===== config.mk =====
export PLATFORM = sky130hd
export DESIGN_NAME = alu_sequencer
export DESIGN_NICKNAME = d
export VERILOG_FILES = /design/src/rtl/alu_sequencer.sv
export SDC_FILE = /design/constraint.sdc
export NUM_CORES = 1
export LEC_CHECK = 0
export ABC_AREA = 1
export CORE_MARGIN = 2
export CORE_UTILIZATION = 41
export CTS_BUF_LIST = sky130_fd_sc_hd__clkbuf_16
export CTS_CLUSTER_DIAMETER = 60
export DETAILED_ROUTE_END_ITERATION = 16
export GPL_TIMING_DRIVEN = 0
export HOLD_SLACK_MARGIN = 0.05
export PLACE_DENSITY = 0.67
export SYNTH_ARGS = -nofsm -noshare
export SYNTH_HDL_FRONTEND = slang
export SYNTH_SLANG_ARGS = --single-unit
export TNS_END_PERCENT = 50

===== constraint.sdc =====
create_clock -name Clk -period 2.65 [get_ports Clk]
set_clock_uncertainty 0.2 [all_clocks]
set_input_delay 0.3975 -clock Clk [delete_from_list [all_inputs] [get_ports Clk]]
set_output_delay 0.3975 -clock Clk [all_outputs]
set_load 0.02 [all_outputs]

===== src/rtl/alu_sequencer.sv =====
// alu_sequencer: IDLE/EXEC/WB command sequencer around an external 8-bit ALU and a small register file.
// Optional feature macro ALU_SEQ_CARRY_CHAIN_EN: drives AluCin from FlagC during EXEC for multi-byte chains.
module alu_sequencer #(
    parameter int REG_ADDR_W = 2
) (
    input  logic                  Clk,
    input  logic                  Reset,
    input  logic                  CmdValid,
    output logic                  CmdReady,
    input  logic [2:0]            CmdOp,
    input  logic [REG_ADDR_W-1:0] CmdSrcA,
    input  logic [REG_ADDR_W-1:0] CmdSrcB,
    input  logic [REG_ADDR_W-1:0] CmdDst,
    input  logic                  LoadEn,
    input  logic [REG_ADDR_W-1:0] LoadAddr,
    input  logic [7:0]            LoadData,
    input  logic [REG_ADDR_W-1:0] RdAddr,
    output logic [7:0]            RdData,
    output logic [7:0]            AluA,
    output logic [7:0]            AluB,
    output logic                  AluCin,
    output logic [2:0]            AluOp,
    input  logic [7:0]            AluOut,
    input  logic                  AluCout,
    input  logic                  AluZero,
    input  logic                  AluSign,
    output logic                  FlagC,
    output logic                  FlagZ,
    output logic                  FlagS,
    output logic                  Done,
    output logic                  ErrOp
);

    localparam int NUM_REGS = 1 << REG_ADDR_W;

    localparam logic [2:0] OP_ADD   = 3'b011;
    localparam logic [2:0] OP_SUB   = 3'b111;
    localparam logic [2:0] OP_ILL_A = 3'b101;
    localparam logic [2:0] OP_ILL_B = 3'b110;

    typedef enum logic [1:0] {
        IDLE = 2'd0,
        EXEC = 2'd1,
        WB   = 2'd2
    } state_t;

    state_t state;
    state_t state_next;

    logic [7:0] rf [NUM_REGS];

    logic [2:0]            op_q;
    logic [REG_ADDR_W-1:0] src_a_q;
    logic [REG_ADDR_W-1:0] src_b_q;
    logic [REG_ADDR_W-1:0] dst_q;

    logic [7:0] res_q;
    logic       cout_q;
    logic       zero_q;
    logic       sign_q;

    logic flag_c;
    logic flag_z;
    logic flag_s;
    logic done_q;
    logic err_q;

    logic accept;
    logic op_legal;
    logic op_arith;

    assign CmdReady = (state == IDLE) && !Reset;
    assign accept   = CmdValid && CmdReady;
    assign op_legal = (op_q != OP_ILL_A) && (op_q != OP_ILL_B);
    assign op_arith = (op_q == OP_ADD) || (op_q == OP_SUB);

    // NOTE: state registers use non-blocking (<=) so every flop samples pre-edge values; blocking here would race.
    always_ff @(posedge Clk) begin
        if (Reset) begin
            state <= IDLE;
        end else begin
            state <= state_next;
        end
    end

    // NOTE: defaults assigned first so no path leaves an output unassigned, which would infer a latch.
    always_comb begin
        state_next = state;
        case (state)
            IDLE:    if (accept) state_next = EXEC;
            EXEC:    state_next = WB;
            WB:      state_next = IDLE;
            default: state_next = IDLE;
        endcase
    end

    // The ALU is driven only while a command is executing; it sees zeros otherwise.
    always_comb begin
        AluA   = 8'h00;
        AluB   = 8'h00;
        AluOp  = 3'b000;
        AluCin = 1'b0;
        if (state == EXEC) begin
            AluA  = rf[src_a_q];
            AluB  = rf[src_b_q];
            AluOp = op_q;
`ifdef ALU_SEQ_CARRY_CHAIN_EN
            AluCin = flag_c;
`else
            AluCin = 1'b0;
`endif
        end
    end

    always_ff @(posedge Clk) begin
        if (Reset) begin
            op_q    <= 3'b000;
            src_a_q <= '0;
            src_b_q <= '0;
            dst_q   <= '0;
        end else if (accept) begin
            op_q    <= CmdOp;
            src_a_q <= CmdSrcA;
            src_b_q <= CmdSrcB;
            dst_q   <= CmdDst;
        end
    end

    always_ff @(posedge Clk) begin
        if (Reset) begin
            res_q  <= 8'h00;
            cout_q <= 1'b0;
            zero_q <= 1'b0;
            sign_q <= 1'b0;
        end else if (state == EXEC) begin
            res_q  <= AluOut;
            cout_q <= AluCout;
            zero_q <= AluZero;
            sign_q <= AluSign;
        end
    end

    // NOTE: the register file is architecturally visible and must read 0x00 after reset, so it is reset per entry.
    always_ff @(posedge Clk) begin
        if (Reset) begin
            for (int i = 0; i < NUM_REGS; i++) begin
                rf[i] <= 8'h00;
            end
        end else if ((state == IDLE) && LoadEn) begin
            rf[LoadAddr] <= LoadData;
        end else if ((state == WB) && op_legal) begin
            rf[dst_q] <= res_q;
        end
    end

    // Logic ops clear carry; ALU carry output is meaningless for them.
    always_ff @(posedge Clk) begin
        if (Reset) begin
            flag_c <= 1'b0;
            flag_z <= 1'b0;
            flag_s <= 1'b0;
        end else if ((state == WB) && op_legal) begin
            flag_c <= op_arith ? cout_q : 1'b0;
            flag_z <= zero_q;
            flag_s <= sign_q;
        end
    end

    always_ff @(posedge Clk) begin
        if (Reset) begin
            done_q <= 1'b0;
            err_q  <= 1'b0;
        end else begin
            done_q <= (state == WB) && op_legal;
            err_q  <= (state == WB) && !op_legal;
        end
    end

    assign RdData = rf[RdAddr];
    assign FlagC  = flag_c;
    assign FlagZ  = flag_z;
    assign FlagS  = flag_s;
    assign Done   = done_q;
    assign ErrOp  = err_q;

endmodule


# Word-level counts from Yosys, hierarchy flattened
# Memories as Yosys holds them, arrays and structs flattened. A register that Yosys moved wholly into a read port is not among the register bits.
# Cells that the tools add are included.
[word_totals]
reg_bits = 27
ram_bits = 32
out_inout_bits = 34
word_cells = 59
mem_count = 1
[memory_table]
columns = ["memory", "depth", "word_bits", "read_ports", "rd_ports_with_merged_regs", "write_ports", "line", "rtl"]
rows = [
  ["rf", 4, 8, 3, 2, 4, "50", "logic [7:0] rf [NUM_REGS];"],
]
[classes]
n_eq_ne = 7
mux = 25
reduce_logical = 12
[ops]
columns = ["op", "count"]
rows = [
  ["2-to-1 mux 8 bit", 4],
  ["OR reduction 8 bit", 2],
  ["2-to-1 mux 2 bit", 7],
  ["2-to-1 mux 1 bit", 12],
  ["logical AND 1 bit", 6],
  ["inequality test 3 bit, second input constant", 2],
  ["one-hot mux 2 bit (2 select lines)", 1],
  ["equality test 3 x 2 -> 1 bit, second input constant", 1],
  ["equality test 3 bit, second input constant", 1],
  ["2-to-1 mux 3 bit", 1],
  ["equality test 2 x 1 -> 1 bit, second input constant", 1],
  ["equality test 2 bit, second input constant", 1],
  ["logical NOT 1 bit", 2],
  ["logical NOT 2 bit", 1],
  ["inequality test 2 bit, second input constant", 1],
  ["logical OR 1 bit", 1],
]

# Logic depth before layout (Yosys ltp)
[depth]
word_depth = 9
depth_mapped = 8
ltp_nobuf = 8

# Least setup slack after synthesis
# OpenSTA, ideal clock, no wires.
[synth_timing]
kind = "input to output"
startpoint = "in RdAddr[0]"
endpoint = "out RdData[6]"
arrival_time_ns = 1.324
required_ns = 2.053
setup_slack_ns = 0.728
cell_stages = 6
n_path_buf = 2
cell_sequence = "buf_2 > inv_1 > buf_2 > o21ai_0 > a21oi_1 > a21oi_1"
[synth_via]
elab_chain_cells = 1
[synth_lines]
columns = ["item", "line", "rtl"]
rows = [
  ["from (decl)", "17", "input logic [REG_ADDR_W-1:0] RdAddr,"],
  ["memory (4 x 8 bit)", "-", ""],
  ["to (decl)", "18", "output logic [7:0] RdData,"],
]
# No other way between the ends.

# Worst setup path after layout
[layout_timing]
startpoint = "in Reset"
endpoint = "out CmdReady"
[layout_via]
elab_chain_cells = 2
[layout_lines]
columns = ["item", "line", "rtl"]
rows = [
  ["from (decl)", "7", "input logic Reset,"],
  ["logical NOT 1 bit", "72", "assign CmdReady = (state == IDLE) && !Reset;"],
  ["logical AND 1 bit", "72", ""],
  ["to (decl)", "9", "output logic CmdReady,"],
]
# No other way between the ends.

==> results by group <==
Detailed routing
  • Final WL: 7.80 mm
  • DRC: 0
  • Vias per std cell: 5.05
  • Drt first pass iters: 4
  • DR WL/cell: 13.4 um
  • DRT iter0 DRCs: 160
  • Remaining antenna violation count: 0
  • Vias: 2946

Yosys
  • Syn nets: 437
  • Synth unique cells: 22
  • Number of warnings issued by yosys: 0
  • Post-synth EDFFs: 32
  • Register area share after synthesis: 0.502
  • Top post-synthesis cells by area: edfxtp_1 (31%), dfxtp_1 (20%), a21oi_1 (9.2%)
  • Syn Std Cell Area: 3150 um^2
  • Post-synth top area cell: edfxtp_1
  • Top FF cell, synth: edfxtp_1
  • Most frequent cells after synthesis: nand2_1 (70), a21oi_1 (58), nor2_1 (54)
  • Top cell type's share of synthesized area: 0.305
  • Mean Syn Cell Area: 7.85 um^2
  • Mapped Cells: 401
  • Fraction of registers with async set/reset: 0
  • #FFs+latches synth: 63
  • Top-count cell post-synth: nand2_1

Global routing
  • Vias in the first global route: 2847
  • Largest net degree at the start of global routing: 12
  • GRT Total Usage: 0.198
  • GR met3 Demand/Resource: 0.0575
  • GR Overflow Total: 0
  • Met1 usage: 0.265
  • GR Util met2: 0.316
  • First-pass GRT wire length: 13.4 mm
  • Busiest grt layer: met2
  • Initial antenna violation count: 0

Worst setup path
  • Critical Path AT: 1.91 ns
  • Crit. End Element: output port
  • Worst EP required: 2.05 ns
  • Worst path slowest cell: clkdlybuf4s50_1
  • Worst Reg-to-Reg Cells: 8
  • FF-to-FF Start: op_q[1]
  • Crit-path cells: clkdlybuf4s50_1, buf_4, inv_2, nand2_2, inv_1, clkdlybuf4s50_1
  • CP Buf/Inv Count: 5
  • FF-to-FF setup slack: 0.43 ns
  • Max Fanout on Critical Path: 10
  • Max stage delay on crit path: 0.59 ns
  • Crit path top cell by count: clkdlybuf4s50_1
  • Crit-path leading delay family: buffers and inverters
  • Setup CP Type: in -> out
  • Capturing point of the worst reg2reg path: rf[3][4]
  • Startpoint Class: primary input

Clock network
  • Skew-Pair Late Insertion Delay: 0.32 ns
  • # Post-CTS Setup Buffers: 0
  • CTS Buffer Depth: 2
  • Num CTS Buffers: 9
  • CTS Sinks: 63
  • Clock transition at path regs: 0.05 ns
  • CTS tree: built
  • Root Buffer: clkbuf_16
  • CTS H-tree depth: 3

Min path
  • Worst hold-check path type: reg -> reg
  • Hold-critical path endpoint: FlagZ
  • Hold Path Stages: 2
  • Worst Min Path Start: FlagZ

Pwr
  • Switching Share: 0.249
  • Comb pwr share: 0.145
  • Worst IR Drop VDD: 0.000348 V
  • Pleak: 1.75 nW
  • PD cells: 636 nW/um^2
  • Internal power: 2.03 mW
  • Tot Pwr: 2.70 mW
  • Clock Power Share: 0.434
  • Switching power: 0.671 mW
  • Sequential Power Share: 0.421

STA
  • # setup viols final: 0
  • Slew HR: 0.570
  • Least-Margin Pin Slew: 0.643 ns
  • RSZ-0062 raised after global routing: false
  • Tcrit/Tclk final: 0.947
  • Fin Setup TNS: 0 ns
  • Fmax: 0.399 GHz
  • Slew Limit Fails: 0
  • Hold Fails Final Rpt: 0
  • Min Tclk post-route: 2.51 ns

Placement
  • I/O Buffers: 67
  • Final Wtd Congestion: 0.948
  • Placed instance area: 3940 um^2
  • Detail Placement HPWL: 6.12 mm

Layout
  • Ant. Diodes: 0
  • Final net count: 515
  • Synth-to-layout area growth: 34.6%
  • Design area: 4240 um^2
  • Share of cells above drive strength 1: 0.103

Outcome
  • Status: completed

Flow run
  • Max_cap viols: 0

Floorplanning
  • Ports: 70
  • Initial Utilization: 0.430
  • Core box area: 7330 um^2
  • Chip height: 91.6 um
  • Die X: 91.6 um
  • FP Rows: 31
  • Die ar.: 8400 um^2
==> logic make-up (layout without fill, tap and decap cells) <==
group,Yosys count,count (layout),share of synthesized area
AOI/OAI and AO/OA,119,119,0.206
and+or+nand+nor,152,152,0.204
other,1,1,0.00119
DFF,63,63,0.502
buffers and inverters,66,149,0.0866
==> layout by cell type, fill, tap and decap left out, types with 2 or more instances in the layout <==
cell type        Yosys  final
clkbuf_1            16     11
clkbuf_16            0     10
clkbuf_2             0      4
nand3_1             17     17
buf_2                5      6
dlymetal6s2s_1       0      4
dfxtp_1             31     31
nand2_1             70     70
o31ai_1              5      5
inv_2                9      9
edfxtp_1            32     32
o211ai_1            16     16
nand2_2              4      4
inv_4                0      2
clkdlybuf4s50_1      0     40
inv_1               32     33
o21ai_0             40     40
nor2_2               1      2
nor2_1              54     53
nor2_4               2      2
clkinv_2             0      2
dlygate4sd2_1        0     21
clkbuf_4             0      2
a21oi_1             58     58
nand4_1              2      2
buf_4                3      3
==> metal layers <==
layer	routed length, um	up-vias
li1	-	1502
met1	3520	1323
met2	3700	114
met3	527	7
met4	57	0
met5	0	-
==> state kept, by name, summed over array words and instances, names as in the netlist, named ones only <==
signal / count
op_q: 3
ErrOp: 1
res_q: 8
dst_q: 2
FlagS: 1
src_b_q: 2
cout_q: 1
FlagC: 1
src_a_q: 2
Done: 1
state: 2
sign_q: 1
FlagZ: 1
rf: 32
zero_q: 1
==> tightest hold or removal path, stage by stage, from the launching register on <==
cell and delay, ns:
dfxtp_1 0.31, nand2_1 0.06, a21oi_1 0.05
==> worst max path at each step <==
stage,from,endpoint,cells past startpoint,slack (ns)
2_1_floorplan,RdAddr[0],RdData[6],6,0.73
3_3_place_gp,RdAddr[1],RdData[0],6,-0.14
3_5_place_dp,RdAddr[1],RdData[0],6,-0.14
4_1_cts,RdAddr[1],RdData[0],6,-0.02
5_1_grt,state[0],AluB[7],6,0.06
6_report,Reset,CmdReady,6,0.14
==> power groups by stage <==
stage | clock [mW] | sequential [mW] | combinational (mW)
floorplan | 0 | 1.14 | 0.240
global placement | 0 | 1.15 | 0.396
detailed placement | 0 | 1.15 | 0.401
CTS | 1.18 | 1.13 | 0.392
global route | 1.24 | 1.14 | 0.438
finish | 1.17 | 1.14 | 0.390
==> per-stage QoR <==
step | hold WS [ns] | setup slack [ns] | util | cells
4_1_cts | 0.268 | -0.0229 | 0.577 | 583
3_5_place_dp | 0.258 | -0.144 | 0.538 | 567
3_3_place_gp | 0.261 | -0.144 | 0.538 | 567
2_1_floorplan | 0.244 | 0.728 | - | 401
6_report | 0.270 | 0.141 | 0.578 | 583
5_1_grt | 0.294 | 0.0573 | 0.578 | 583
==> final cells by class <==
class	count	area [um^2]
Timing Repair Buffer	67	644
Multi-Input combinational cell	272	1300
Buffer	25	130
Clock buffer	10	250
Clock inverter	6	56.3
Fill cell	672	3090
Inverter	41	154
Sequential cell	63	1580
Tap cell	99	124
==> repair_timing <==
action	in CTS	in global routing
setup endpoints to repair	27	17
hold buffers	0	0
resized for setup	30	10
Power figures use the tool's default switching activity.
